**config.mk**
```make
export PLATFORM = sky130hd
export DESIGN_NAME = alu_seq
export DESIGN_NICKNAME = d
export VERILOG_FILES = /design/src/rtl/alu_seq.sv
export SDC_FILE = /design/constraint.sdc
export NUM_CORES = 1
export LEC_CHECK = 0
export CELL_PAD_IN_SITES_DETAIL_PLACEMENT = 2
export CELL_PAD_IN_SITES_GLOBAL_PLACEMENT = 2
export CORE_ASPECT_RATIO = 0.6
export CORE_MARGIN = 2
export CORE_UTILIZATION = 39
export DETAILED_ROUTE_END_ITERATION = 10
export PLACE_DENSITY = 0.95
export RECOVER_POWER = 50
export SLEW_MARGIN = 10
export SYNTH_ARGS = -nofsm -noshare
export SYNTH_HDL_FRONTEND = slang
export SYNTH_SLANG_ARGS = --single-unit
```
**constraint.sdc**
```tcl
create_clock -name clk -period 4.6 [get_ports clk]
set_input_delay 0.46 -clock clk [delete_from_list [all_inputs] [get_ports clk]]
set_output_delay 0.46 -clock clk [all_outputs]
set_load 0.01 [all_outputs]
```
**src/rtl/alu_seq.sv**
```systemverilog
// ---------------------------------------------------------------------------
// alu_seq : single-request ALU with a 16-step shift-add multiplier
// rev 1.0 : initial release
// ---------------------------------------------------------------------------
`default_nettype none
`timescale 1ns/1ps

`ifndef WORD
`define WORD 16
`endif

module alu_seq #(
  parameter int WIDTH = `WORD
) (
  input  logic             clk,
  input  logic             reset_n,
  input  logic             in_valid,
  output logic             in_ready,
  input  logic [WIDTH-1:0] x,
  input  logic [WIDTH-1:0] y,
  input  logic [4:0]       alu_op,
  output logic             out_valid,
  input  logic             out_ready,
  output logic [WIDTH-1:0] z,
  output logic             op_err
);

  // Multiplier bits consumed per step so that 16 steps always cover WIDTH.
  localparam int STEP_BITS = (WIDTH + 15) / 16;

  localparam logic [4:0] OP_ADD = 5'd0;
  localparam logic [4:0] OP_SUB = 5'd1;
  localparam logic [4:0] OP_AND = 5'd2;
  localparam logic [4:0] OP_OR  = 5'd3;
  localparam logic [4:0] OP_XOR = 5'd4;
  localparam logic [4:0] OP_NOT = 5'd5;
  localparam logic [4:0] OP_SHL = 5'd6;
  localparam logic [4:0] OP_SHR = 5'd7;
  localparam logic [4:0] OP_SLT = 5'd8;
  localparam logic [4:0] OP_MUL = 5'd9;

  typedef enum logic [1:0] {
    IDLE = 2'd0,
    MUL  = 2'd1,
    DONE = 2'd2
  } state_t;

  state_t           r_state;
  state_t           w_state_nxt;
  logic             w_accept;
  logic [WIDTH-1:0] r_x;
  logic [WIDTH-1:0] r_y;
  logic [WIDTH-1:0] r_acc;
  logic [3:0]       r_cnt;
  logic [WIDTH-1:0] r_z;
  logic             r_err;
  logic [WIDTH-1:0] w_alu_z;
  logic             w_alu_err;
  logic             w_slt;
  logic [3:0]       w_shamt;
  logic [WIDTH-1:0] w_acc_nxt;

  assign w_shamt = y[3:0];
  assign w_slt   = ($signed(x) < $signed(y));

  // Single-cycle operations, evaluated on the live inputs at the accept edge.
  always_comb begin
    w_alu_z   = '0;
    w_alu_err = 1'b0;
    case (alu_op)
      OP_ADD: w_alu_z = x + y;
      OP_SUB: w_alu_z = x - y;
      OP_AND: w_alu_z = x & y;
      OP_OR:  w_alu_z = x | y;
      OP_XOR: w_alu_z = x ^ y;
      OP_NOT: w_alu_z = ~x;
      OP_SHL: w_alu_z = x << w_shamt;
      OP_SHR: w_alu_z = x >> w_shamt;
      OP_SLT: w_alu_z = {{(WIDTH-1){1'b0}}, w_slt};
      OP_MUL: w_alu_z = '0;
      default: begin
        w_alu_z   = '0;
        w_alu_err = 1'b1;
      end
    endcase
  end

  // r_x is the left-shifting multiplicand, r_y the right-shifting multiplier.
  always_comb begin
    w_acc_nxt = r_acc;
    for (int j = 0; j < STEP_BITS; j++) begin
      if (r_y[j]) begin
        w_acc_nxt = w_acc_nxt + (r_x << j);
      end
    end
  end

  always_ff @(posedge clk or negedge reset_n) begin
    if (!reset_n) begin
      r_state <= IDLE;
    end else begin
      r_state <= w_state_nxt;
    end
  end

  always_comb begin
    w_state_nxt = r_state;
    w_accept    = 1'b0;
    in_ready    = 1'b0;
    out_valid   = 1'b0;
    case (r_state)
      IDLE: begin
        in_ready = reset_n;
        if (in_valid) begin
          w_accept    = 1'b1;
          w_state_nxt = (alu_op == OP_MUL) ? MUL : DONE;
        end
      end
      MUL: begin
        if (r_cnt == 4'hF) begin
          w_state_nxt = DONE;
        end
      end
      DONE: begin
        out_valid = 1'b1;
        if (out_ready) begin
          w_state_nxt = IDLE;
        end
      end
      default: w_state_nxt = IDLE;
    endcase
  end

  always_ff @(posedge clk or negedge reset_n) begin
    if (!reset_n) begin
      r_x   <= '0;
      r_y   <= '0;
      r_acc <= '0;
      r_cnt <= 4'd0;
      r_z   <= '0;
      r_err <= 1'b0;
    end else if (w_accept) begin
      r_x   <= x;
      r_y   <= y;
      r_acc <= '0;
      r_cnt <= 4'd0;
      if (alu_op != OP_MUL) begin
        r_z   <= w_alu_z;
        r_err <= w_alu_err;
      end
    end else if (r_state == MUL) begin
      r_acc <= w_acc_nxt;
      r_x   <= r_x << STEP_BITS;
      r_y   <= r_y >> STEP_BITS;
      r_cnt <= r_cnt + 4'd1;
      if (r_cnt == 4'hF) begin
        r_z   <= w_acc_nxt;
        r_err <= 1'b0;
      end
    end
  end

  assign z      = r_z;
  assign op_err = r_err;

endmodule

`default_nettype wire

```
; Word-level counts from Yosys, hierarchy flattened
; Cells that the tools add are included.
[word_totals]
reg_bits = 71
in_bits = 41
elab_cells = 70
[op_classes]
addsub = 4
n_lt_le_gt_ge = 1
eq_ne = 17
shift = 2
muxes = 28
bitwise_logic = 4
n_reduce_logical = 7
[ops]
columns = op, n
row1 = 16-bit two-way mux, 11
row2 = 16-bit one-hot mux with 9 select lines, 1
row3 = 16-bit adder, 2
row4 = 5-bit by 3-bit equality test with 1-bit output (second input constant), 4
row5 = 16-bit AND, 1
row6 = 16-bit < comparator, 1
row7 = 16-bit inverter, 1
row8 = 16-bit OR, 1
row9 = 16-bit by 4-bit left shift with 16-bit output, 1
row10 = 16-bit by 4-bit >> shifter with 16-bit output, 1
row11 = 16-bit subtractor, 1
row12 = 16-bit XOR, 1
row13 = 5-bit by 2-bit equality test with 1-bit output (second input constant), 2
row14 = 5-bit by 4-bit equality test with 1-bit output (second input constant), 2
row15 = 10-bit OR reduction, 1
row16 = 1-bit two-way mux, 9
row17 = 2-bit two-way mux, 4
row18 = 4-bit two-way mux, 2
row19 = 2-bit != test (second input constant), 3
row20 = 2-bit one-hot mux with 3 select lines, 1
row21 = 3-bit AND reduction, 2
row22 = 5-bit by 1-bit equality test with 1-bit output (second input constant), 1
row23 = 5-bit zero test, 1
row24 = 5-bit by 4-bit != test with 1-bit output (second input constant), 1
row25 = other kinds (7), 8

; Longest topological paths before layout
[logic_depth]
ltp_word = 5
ltp_mapped = 13

; Worst setup path before layout
; Ideal clock, no wire load.
[synth_path]
path_kind = input to register
start = input port y[2]
end = register r_z[12], in the netlist z[12]
setup_time_ns = 0.126
arrival_ns = 2.849
slack_ns = 1.625
stages = 11
n_path_buf = 2
path_cell_list = inv_1 clkbuf_1 ha_1 buf_6 or2_4 a221oi_4 o221ai_2 a221oi_2 o41a_2 o2111ai_1 a221o_1
[synth_via]
elab_chain_cells = 4
word_cells_on_any_way = 7
classes_between = add/sub: 2 / shift: 2 / mux: 3
[synth_rtl]
columns = item, line_no
row1 = start: declaration, 20  ; input logic [WIDTH-1:0] y,
row2 = 16-bit subtractor (tied with other cells), 72  ; OP_SUB: w_alu_z = x - y;
row3 = 16-bit one-hot mux with 9 select lines (*), 70  ; case (alu_op)
row4 = 16-bit two-way mux (*), 147  ; if (alu_op != OP_MUL) begin
row5 = 16-bit two-way mux (*), 142  ; end else if (w_accept) begin
row6 = end signal: assignment, 148  ; r_z <= w_alu_z;
row7 = end signal: assignment, 157  ; r_z <= w_acc_nxt;
row8 = end: declaration, 55  ; logic [WIDTH-1:0] r_z;
; Mark *: on every way between the ends. The rest lies on a longest branch, timed or not. The select of a mux whose other input is x is not followed.
; A chain may end at the register's enable or synchronous reset.

; Final worst setup path
[layout_path]
start = input port x[0]
end = register r_z[14], in the netlist z[14]
[layout_via]
elab_chain_cells = 4
word_cells_on_any_way = 7
classes_between = add/sub: 2 / shift: 2 / mux: 3
[layout_rtl]
columns = item, line_no
row1 = start: declaration, 19  ; input logic [WIDTH-1:0] x,
row2 = 16-bit subtractor (tied with other cells), 72
row3 = 16-bit one-hot mux with 9 select lines (*), 70
row4 = 16-bit two-way mux (*), 147
row5 = 16-bit two-way mux (*), 142
; Marks and branches as above.

==> results.txt <==
* Top-level port count: 60
- After layout, the design draws a total of 2.73 mW.
- The finished layout holds 1276 standard cells, fillers aside.
- The critical path in this run is classified as input port to flip-flop.
- At the worst endpoint, the required time is 4810 ps.
- Antenna diode instance count: 0
- Summing the areas of all fa, ha and maj instances in the mapped netlist gives 11.3% of the synthesized area.
- sky130_fd_sc_hd__dfrtp_1 takes more of the synthesized area than any other cell.
* Final layout net count: 1115
- The run finished, with violations left.
* Synth Area in XOR/XNOR: 2.03%
- After detailed routing, the average wire length per cell comes to 27.8 um.
- Summing over every cut layer, the via total after detailed routing is between 8000 and 9000.
- The initial antenna violation count came to 0.
* Ratio of cells with drive above 1 in the final layout: 9.21%
* Number of search-and-repair iterations in the first detailed-routing pass: 6
- Synthesized netlist net count: 1075
- Post-route setup TNS: 0 ps
- Number of buffers on the longest clock path: 2
* Combinational family with the most area after synthesis: compound AO/OA/AOI/OAI gates
- The floorplan step set the die width to 186 um.
- Largest fanout on the critical path: 5
* TritonCTS sink count: 71
- Final critical delay including setup and external delays: between 3000 and 4000 ps
- Routability-driven placement finished with a final weighted congestion of 1.00.
* Worst r2r path cells: 10
* Post-synth EDFFs: 0
* Path type of the worst min-delay path: flip-flop to flip-flop
- Largest net degree at the start of global routing: 65
- In the layout the commonest cells are sky130_fd_sc_hd__nand2_1, sky130_fd_sc_hd__nor2_1, sky130_fd_sc_hd__dfrtp_1.
- After detailed routing, the number of vias per cell comes to roughly 6.6.
- Unrepaired setup endpoints after global routing: no
* Static Leakage: 3.90 nW
- Worst-margin pin slew: approximately 1700 ps
- Most frequently used flop master after synthesis: sky130_fd_sc_hd__dfrtp_1
- Along the worst hold path, the cell count comes to 2.
- The floorplan step defined a die boundary enclosing 0.0211 mm2.
* Min-Delay Endpoint: r_y[13]
- In this run the critical register-to-register path is captured at z[14].
* Standard cell core area: 0.0193 mm2
* Number of placed instances with taps included: 1260
- The average instance in the mapped netlist occupies around 8.0 um2.
- Remaining global-route overflow: 0
* Chip height: approximately 110 um
- Simple logic cell fraction of the synthesized area: 20.5%
* Most frequent standard cell in the layout excluding fill and tap cells: sky130_fd_sc_hd__nand2_1
- Post-CTS Resized: 0
- Effective utilization at floorplan: ~40%
* Max-Cap Viols: 1
- Root Buffer Master: sky130_fd_sc_hd__clkbuf_16
- Summed over all layers, the routed wires come to about 35000 um.
- Element type at the critical path start: input port
- Post-synthesis instance total: 966
* Crit share post-route: 78.3%
- Number of distinct library cell variants in the gate-level netlist after synthesis: 86
- Number of DRC markers after the initial detailed-route iteration: about 830
* Clock slew seen by the registers of the worst setup and hold paths: 60 ps
- Crit Reg-Reg Startpoint: r_x[0]
- The first global-routing pass estimated 54000 um of wire.
- Area of the mapped netlist: 0.00776 mm2
* Setup crit end kind: flip-flop
- Across the VDD grid, the largest voltage drop is 0.178 mV.
- TritonCTS clock tree: done
* Sequential fraction of the synthesis area: 22.9%
* Endpoints failing hold: 0
* Fillers: 2192
* Via count of the first global-routing pass: approximately 9000
- Share of the synthesized area in compound gates (AO/OA/AOI/OAI): 27.1%
- Pre-CTS WS: 684 ps
- Number of buffers created by CTS: 9
- Yosys printed 0 warnings.
- Arr. time, crit path: approximately 3800 ps
- Worst setup slack for register-to-register paths: 1180 ps
- After synthesis the netlist holds a flip-flop and latch count of 71.
- Clk Latency, worst-skew pair: roughly 350 ps
- Post-route setup slack: 997 ps
- After synthesis, the share of flip-flops with an asynchronous set or reset is 100%.
* Count of endpoints failing setup in the final report: 0
- Compared with the post-synthesis result, the final layout area differs by 14.2%.
- Total GRT Usage: 34.3%
- Portion of netlist area occupied by mux cells: around 8.5%
* Area share of the largest cell type after synthesis: 22.9%
* Port bufs: 59
- Drc violations: 0
* P per Cell Area: between 300 and 400 mW/mm2
* Number of rows in the core area: 39
- The number of pins exceeding their max-slew limit in the final report came to 65.
- The worst pin sits at a relative slew slack of -14.6%.
- The wire-length estimate of the detail-placed layout is 27000 um.
- On the final layout, the worst clock skew is 8.01 ps.
- The worst hold path begins at r_y[13].
- Fmax: 0.278 GHz
* Antenna Violating Nets Remaining: 0
- Violations in the final reports: max-capacitance violations, max-slew violations
- H-tree depth: 3
- Top cells by area in the synthesized netlist: sky130_fd_sc_hd__dfrtp_1, sky130_fd_sc_hd__ha_1, sky130_fd_sc_hd__nand2_1
## worst max-delay path by stage
stage	startpoint	end	slack (ps)	cells after the start
final	x[0]	z[14]	1000	12
after global routing	x[2]	z[14]	870	11
after CTS	x[0]	z[14]	1030	12
after detailed placement	x[0]	z[14]	680	12
after global placement	x[0]	z[14]	850	12
after floorplan	y[2]	z[12]	1630	11
## state kept, by name (all words and copies together), names as in the netlist
signal	cells
r_y	16
r_state	2
r_x	16
z	16
op_err	1
r_acc	16
r_cnt	4
## metrics by stage
stage	area [um2]	util [%]	hold slack, ps
floorplan	7760	-	164
global placement	8550	44.4	292
detailed placement	8550	44.4	299
CTS	8870	46.0	473
global route	8860	46.0	498
finish	8860	46.0	478
## Yosys cell counts (9+ instances only)
master                     count
sky130_fd_sc_hd__a211oi_1     26
sky130_fd_sc_hd__a21o_1        9
sky130_fd_sc_hd__a21oi_1      54
sky130_fd_sc_hd__a22oi_1      30
sky130_fd_sc_hd__a31oi_1       9
sky130_fd_sc_hd__and3_1       10
sky130_fd_sc_hd__buf_2        12
sky130_fd_sc_hd__clkbuf_1     32
sky130_fd_sc_hd__dfrtp_1      71
sky130_fd_sc_hd__ha_1         65
sky130_fd_sc_hd__inv_1        51
sky130_fd_sc_hd__mux2_2        9
sky130_fd_sc_hd__mux2i_1      34
sky130_fd_sc_hd__nand2_1     124
sky130_fd_sc_hd__nand2b_1     10
sky130_fd_sc_hd__nand3_1      25
sky130_fd_sc_hd__nand4_1      11
sky130_fd_sc_hd__nor2_1       87
sky130_fd_sc_hd__nor2b_1      10
sky130_fd_sc_hd__nor3_1       19
sky130_fd_sc_hd__o21ai_0      41
sky130_fd_sc_hd__o21ai_1      13
sky130_fd_sc_hd__o21bai_1      9
sky130_fd_sc_hd__o22ai_1      16
sky130_fd_sc_hd__xnor2_1      13
## final cells by class
class                      instances  area (um2)  share of cell area, %
timing repair buffer              95         850                   9.59
multi-input combinational        776        5400                   60.9
clock inverter                     4        53.8                  0.607
tap                              266         333                   3.76
clock buffer                      11         253                   2.85
inverter                          53         199                   2.25
sequential                        71        1780                   20.1
## cell families after synthesis
| logic type | after synthesis |
|---|---|
| AOI/OAI and AO/OA | 297 |
| xor gates and xnor gates | 18 |
| adders and majority gates | 68 |
| buffers and inverters | 119 |
| DFF | 71 |
| muxes | 55 |
| and+or+nand+nor | 338 |
## layer usage
layer | track usage [%] | wire, um
met4 | 10.1 | 856
met3 | 13.0 | 3920
met5 | 0 | 0
met1 | 47.0 | 15700
met2 | 49.9 | 15000
## critical path: stages
cell and delay (ps):
sky130_fd_sc_hd__clkdlybuf4s50_1 620, sky130_fd_sc_hd__inv_1 160, sky130_fd_sc_hd__ha_1 250, sky130_fd_sc_hd__fa_1 430
sky130_fd_sc_hd__or2_4 290, sky130_fd_sc_hd__a221oi_4 290, sky130_fd_sc_hd__o221ai_2 180, sky130_fd_sc_hd__a221oi_2 430
sky130_fd_sc_hd__a211oi_1 160, sky130_fd_sc_hd__mux2i_1 150, sky130_fd_sc_hd__a221oi_1 280, sky130_fd_sc_hd__o211ai_1 120
## report_power, final
| group | internal, mW | switching (mW) |
|---|---|---|
| Combinational | 0.430 | 0.675 |
| Sequential | 0.752 | 0.132 |
| Clock | 0.449 | 0.296 |
| Total | 1.63 | 1.10 |
## what timing repair did
action	in CTS	in global routing
endpoints found under the hold margin	7	0
hold buffers	1	0
buffers inserted	0	0
No activity file was read; power rests on OpenSTA's default activity.
==> RTL change 1, RTL diff (config.mk and constraints unchanged) <==
Remove the case item `OP_SHR` of the case on `alu_op`.
--- a/src/rtl/alu_seq.sv
+++ b/src/rtl/alu_seq.sv
@@ -77,3 +77,2 @@
       OP_SHL: w_alu_z = x << w_shamt;
-      OP_SHR: w_alu_z = x >> w_shamt;
       OP_SLT: w_alu_z = {{(WIDTH-1){1'b0}}, w_slt};
Function: changed (a bounded check fails within 4 cycles, from zero or initial values and one cycle with reset_n low).
==> RTL change 1 against the unedited design <==
The run still ends with max-capacitance violations, max-slew violations left; synthesized area down 6.0%; final area down 4.9%; non-clock buffer count down 3; total power up 14%; setup slack worse by 0.14 ns; sequential power up 18%; sequential cell count unchanged; register-to-register slack better by 0.02 ns; cell count down 7.9%; wire length down 1.4%; largest cell class unchanged; highest routed layer is now met5.
==> RTL change 1: results (changes against the unedited design) <==
| Metric | Value |
|---|---|
| Status | `finished with violations` |
| Failing checks | `max-capacitance violations, max-slew violations` |
| Top post-synthesis cells by area | `dfrtp_1, ha_1, a21oi_1, o21ai_0, nor2b_1` |
| Post-Synth XOR/XNOR Area | `1.921% (-0.11 points)` |
| CP startpoint | `x[1]` |
| Sequential power | `1.04 mW (+18%)` |
| Largest net degree at the start of global routing | `56 (-14%)` |
| Final min period | `3.739 ns (+0.1363 ns)` |
| TritonRoute pass-1 iters | `5 (-1)` |
| Synth cell count leaders | `a21oi_1, ha_1, dfrtp_1, o21ai_0, nor2_1` |
| Start of the worst register-to-register path | `r_x[4]` |
| Clock share of power | `23.3% (-3.9 points)` |
| Core area | `18210 um2 (-5.5%)` |
| Sequential cell area fraction in the yosys report | `24.36% (+1.5 points)` |
| Leakage | `3.661 nW (-6.1%)` |
| Avg WL per Cell | `29.78 um (+7.1%)` |
| Flop-to-flop setup slack | `1.20 ns (+0.02 ns)` |
| Layout cells sized above 1 | `7.166% (-2.0 points)` |
| Vias in the first global route | `8214 (-6.1%)` |
| Total of max-cap violations | `2 (+1)` |
| Pre-CTS WS | `0.6595 ns (-0.02481 ns)` |
| Max incr delay on CP | `0.70 ns (+0.08 ns)` |
| Syn_nets | `1002 (-6.8%)` |
| Reg2reg path depth | `9 (-1)` |
| Synth Area in Compound Gates | `31.51% (+4.4 points)` |
| Post-synthesis cell type count | `71 (-17%)` |
| Placed inst area | `8149 um2 (-4.7%)` |
| Initial detailed-routing violation count | `887 (+7.4%)` |
| Max-slew violations | `89 (+37%)` |
| Initial antenna violation count | `1 (+1)` |
| Setup Skew | `0.009397 ns (+0.001385 ns)` |
| VDD IR max | `196.3 uV (+10%)` |
| Final hold slack | `0.4822 ns (+0.004167 ns)` |
| Nets | `1050 (-5.8%)` |
| Worst slew pin tran | `1.706 ns (-0.01400 ns)` |
| Vias | `7939 (-5.2%)` |
| Placed cells | `1160 (-7.9%)` |
| Sw Pwr | `1.311 mW (+19%)` |
| Syn Inst Count | `884 (-8.5%)` |
| Mux cell area share after synthesis | `6.175% (-2.4 points)` |
| DPL Wire Length | `26.52 mm (-1.8%)` |
| Clk. pwr | `0.722 mW (-3.0%)` |
| Adder-cell share of the synthesized area | `13.52% (+2.3 points)` |
[RTL change 1: cell count changes in the layout (fill, tap and decap cells not counted), moves of 12 or more]
cell	change
nand2_1	-77
nor2b_1	+35
a21oi_1	+32
o21ai_0	+29
nor2_1	-26
nand3_1	-15
o21ai_1	-12
[RTL change 1: cell type report]
type / instances / area, um2
Clock inverter: 1 / 30.03
Fill cell: 2029 / 9784
Timing Repair Buffer: 92 / 824.5
Sequential cell: 71 / 1777
Tap cell: 240 / 300.3
Inverter: 48 / 180.2
Clock buffer: 13 / 250.2
Multi-Input combinational cell: 710 / 5064
[RTL change 1: per-layer routing]
| metal | track usage, % | share of wire [%] |
|---|---|---|
| met1 | 51.36 | 46 |
| met2 | 54.77 | 43 |
| met3 | 8.082 | 8.7 |
| met4 | 8.468 | 1.9 |
| met5 | 0 | 0.029 |
[RTL change 1: worst min-delay path: cells and delay by family (launching register included)]
kind | cells | cell delay, ns
AOI/OAI and AO/OA | 1 | 0.06
and+or+nand+nor | 1 | 0.05
DFF | 1 | 0.34
==> RTL change 2, RTL diff (same flow settings) <==
Without the edit above. `WORD`: 16 -> 32.
--- a/src/rtl/alu_seq.sv
+++ b/src/rtl/alu_seq.sv
@@ -8,3 +8,3 @@
 `ifndef WORD
-`define WORD 16
+`define WORD 32
 `endif
Ports: changed (resized x, y and z); port bits go from 60 to 108. The function was not compared with the original's and may differ.
==> RTL change 2 against the unedited design <==
Synthesized area rose by 140%; the run now fails in 5_1_grt.
==> RTL change 2: results (changes against the unedited design) <==
| Metric | Value |
|---|---|
| Worst_ep grt | `z[31]$_DFFE_PN0P_/D` |
| Port-buffer cells | `107 (+81%)` |
| Syn_nets | `2620 (+140%)` |
| Worst-case clock buffer depth | `2 (unchanged)` |
| DPL Wire Length | `84.99 mm (+210%)` |
| Mapped Area | `18260 um2 (+140%)` |
| CTS HTree Levels | `4 (+1)` |
| Gr usage total | `roughly 84%` |
| TritonCTS Buffers | `17 (+8)` |
| Post-synthesis cell type count | `96 (+12%)` |
| First Err | `[ERROR GRT-0232] Routing congestion too high. Check the congestion heatmap in the GUI.` |
| Synth warn | `0 (unchanged)` |
| RD Place Congestion | `1.078 (+7.5%)` |
| # clock sinks | `135 (+90%)` |
| Worst endpoint type | `sequential cell input` |
| Synth cell count leaders | `a21oi_1, o21ai_0, nand2_1, nor2_1, ha_1` |
| Sequential cell area fraction in the yosys report | `18.51% (-4.4 points)` |
| Placed inst area | `21410 um2 (+150%)` |
| Global route overflow | `75` |
| Initial antenna violation count | `33` |
| Top post-synthesis cells by area | `dfrtp_1, ha_1, a21oi_1, o21ai_0, mux4_2` |
| FFs w/ async S/R, synth | `100.0% (unchanged)` |
| Status | `aborted with a tool error` |
| Syn Inst Count | `2381 (+150%)` |
| Placed cells | `3205 (+150%)` |
| Largest net degree at the start of global routing | `between 70 and 80` |
| Fail Step | `5_1_grt` |
| Clock root cell | `clkbuf_16` |
[RTL change 2: cells by family after synthesis]
logic type      count (synthesis)  share of synthesized area [%]
flops                         135                          18.51
buf+inv                       301                          6.600
xor+xnor                       50                          2.399
simple gates                  644                          16.79
compound gates                959                          34.04
fa+ha+maj                     166                          11.54
mux                           126                          10.12
[RTL change 2: routing by layer]
layer | global-route usage, % | GRT overflow
met2 | 95.44 | 30
met4 | 84.59 | 42
met1 | 83.01 | 0
met3 | 73.14 | 3
met5 | 54.80 | 0
[RTL change 2: per-stage QoR]
stage               hold WS, ns  setup WS [ns]
CTS                     0.01771        -0.5237
detailed placement       0.4863         -1.328
global placement         0.4566        -0.5088
floorplan                0.1644       0.007637
[RTL change 2: timing repair]
item	4_1_cts
buffers inserted	25
endpoints found under the hold margin	0
cloned	0
endpoints found under the setup margin	43
resized for setup	163
pin swaps	51
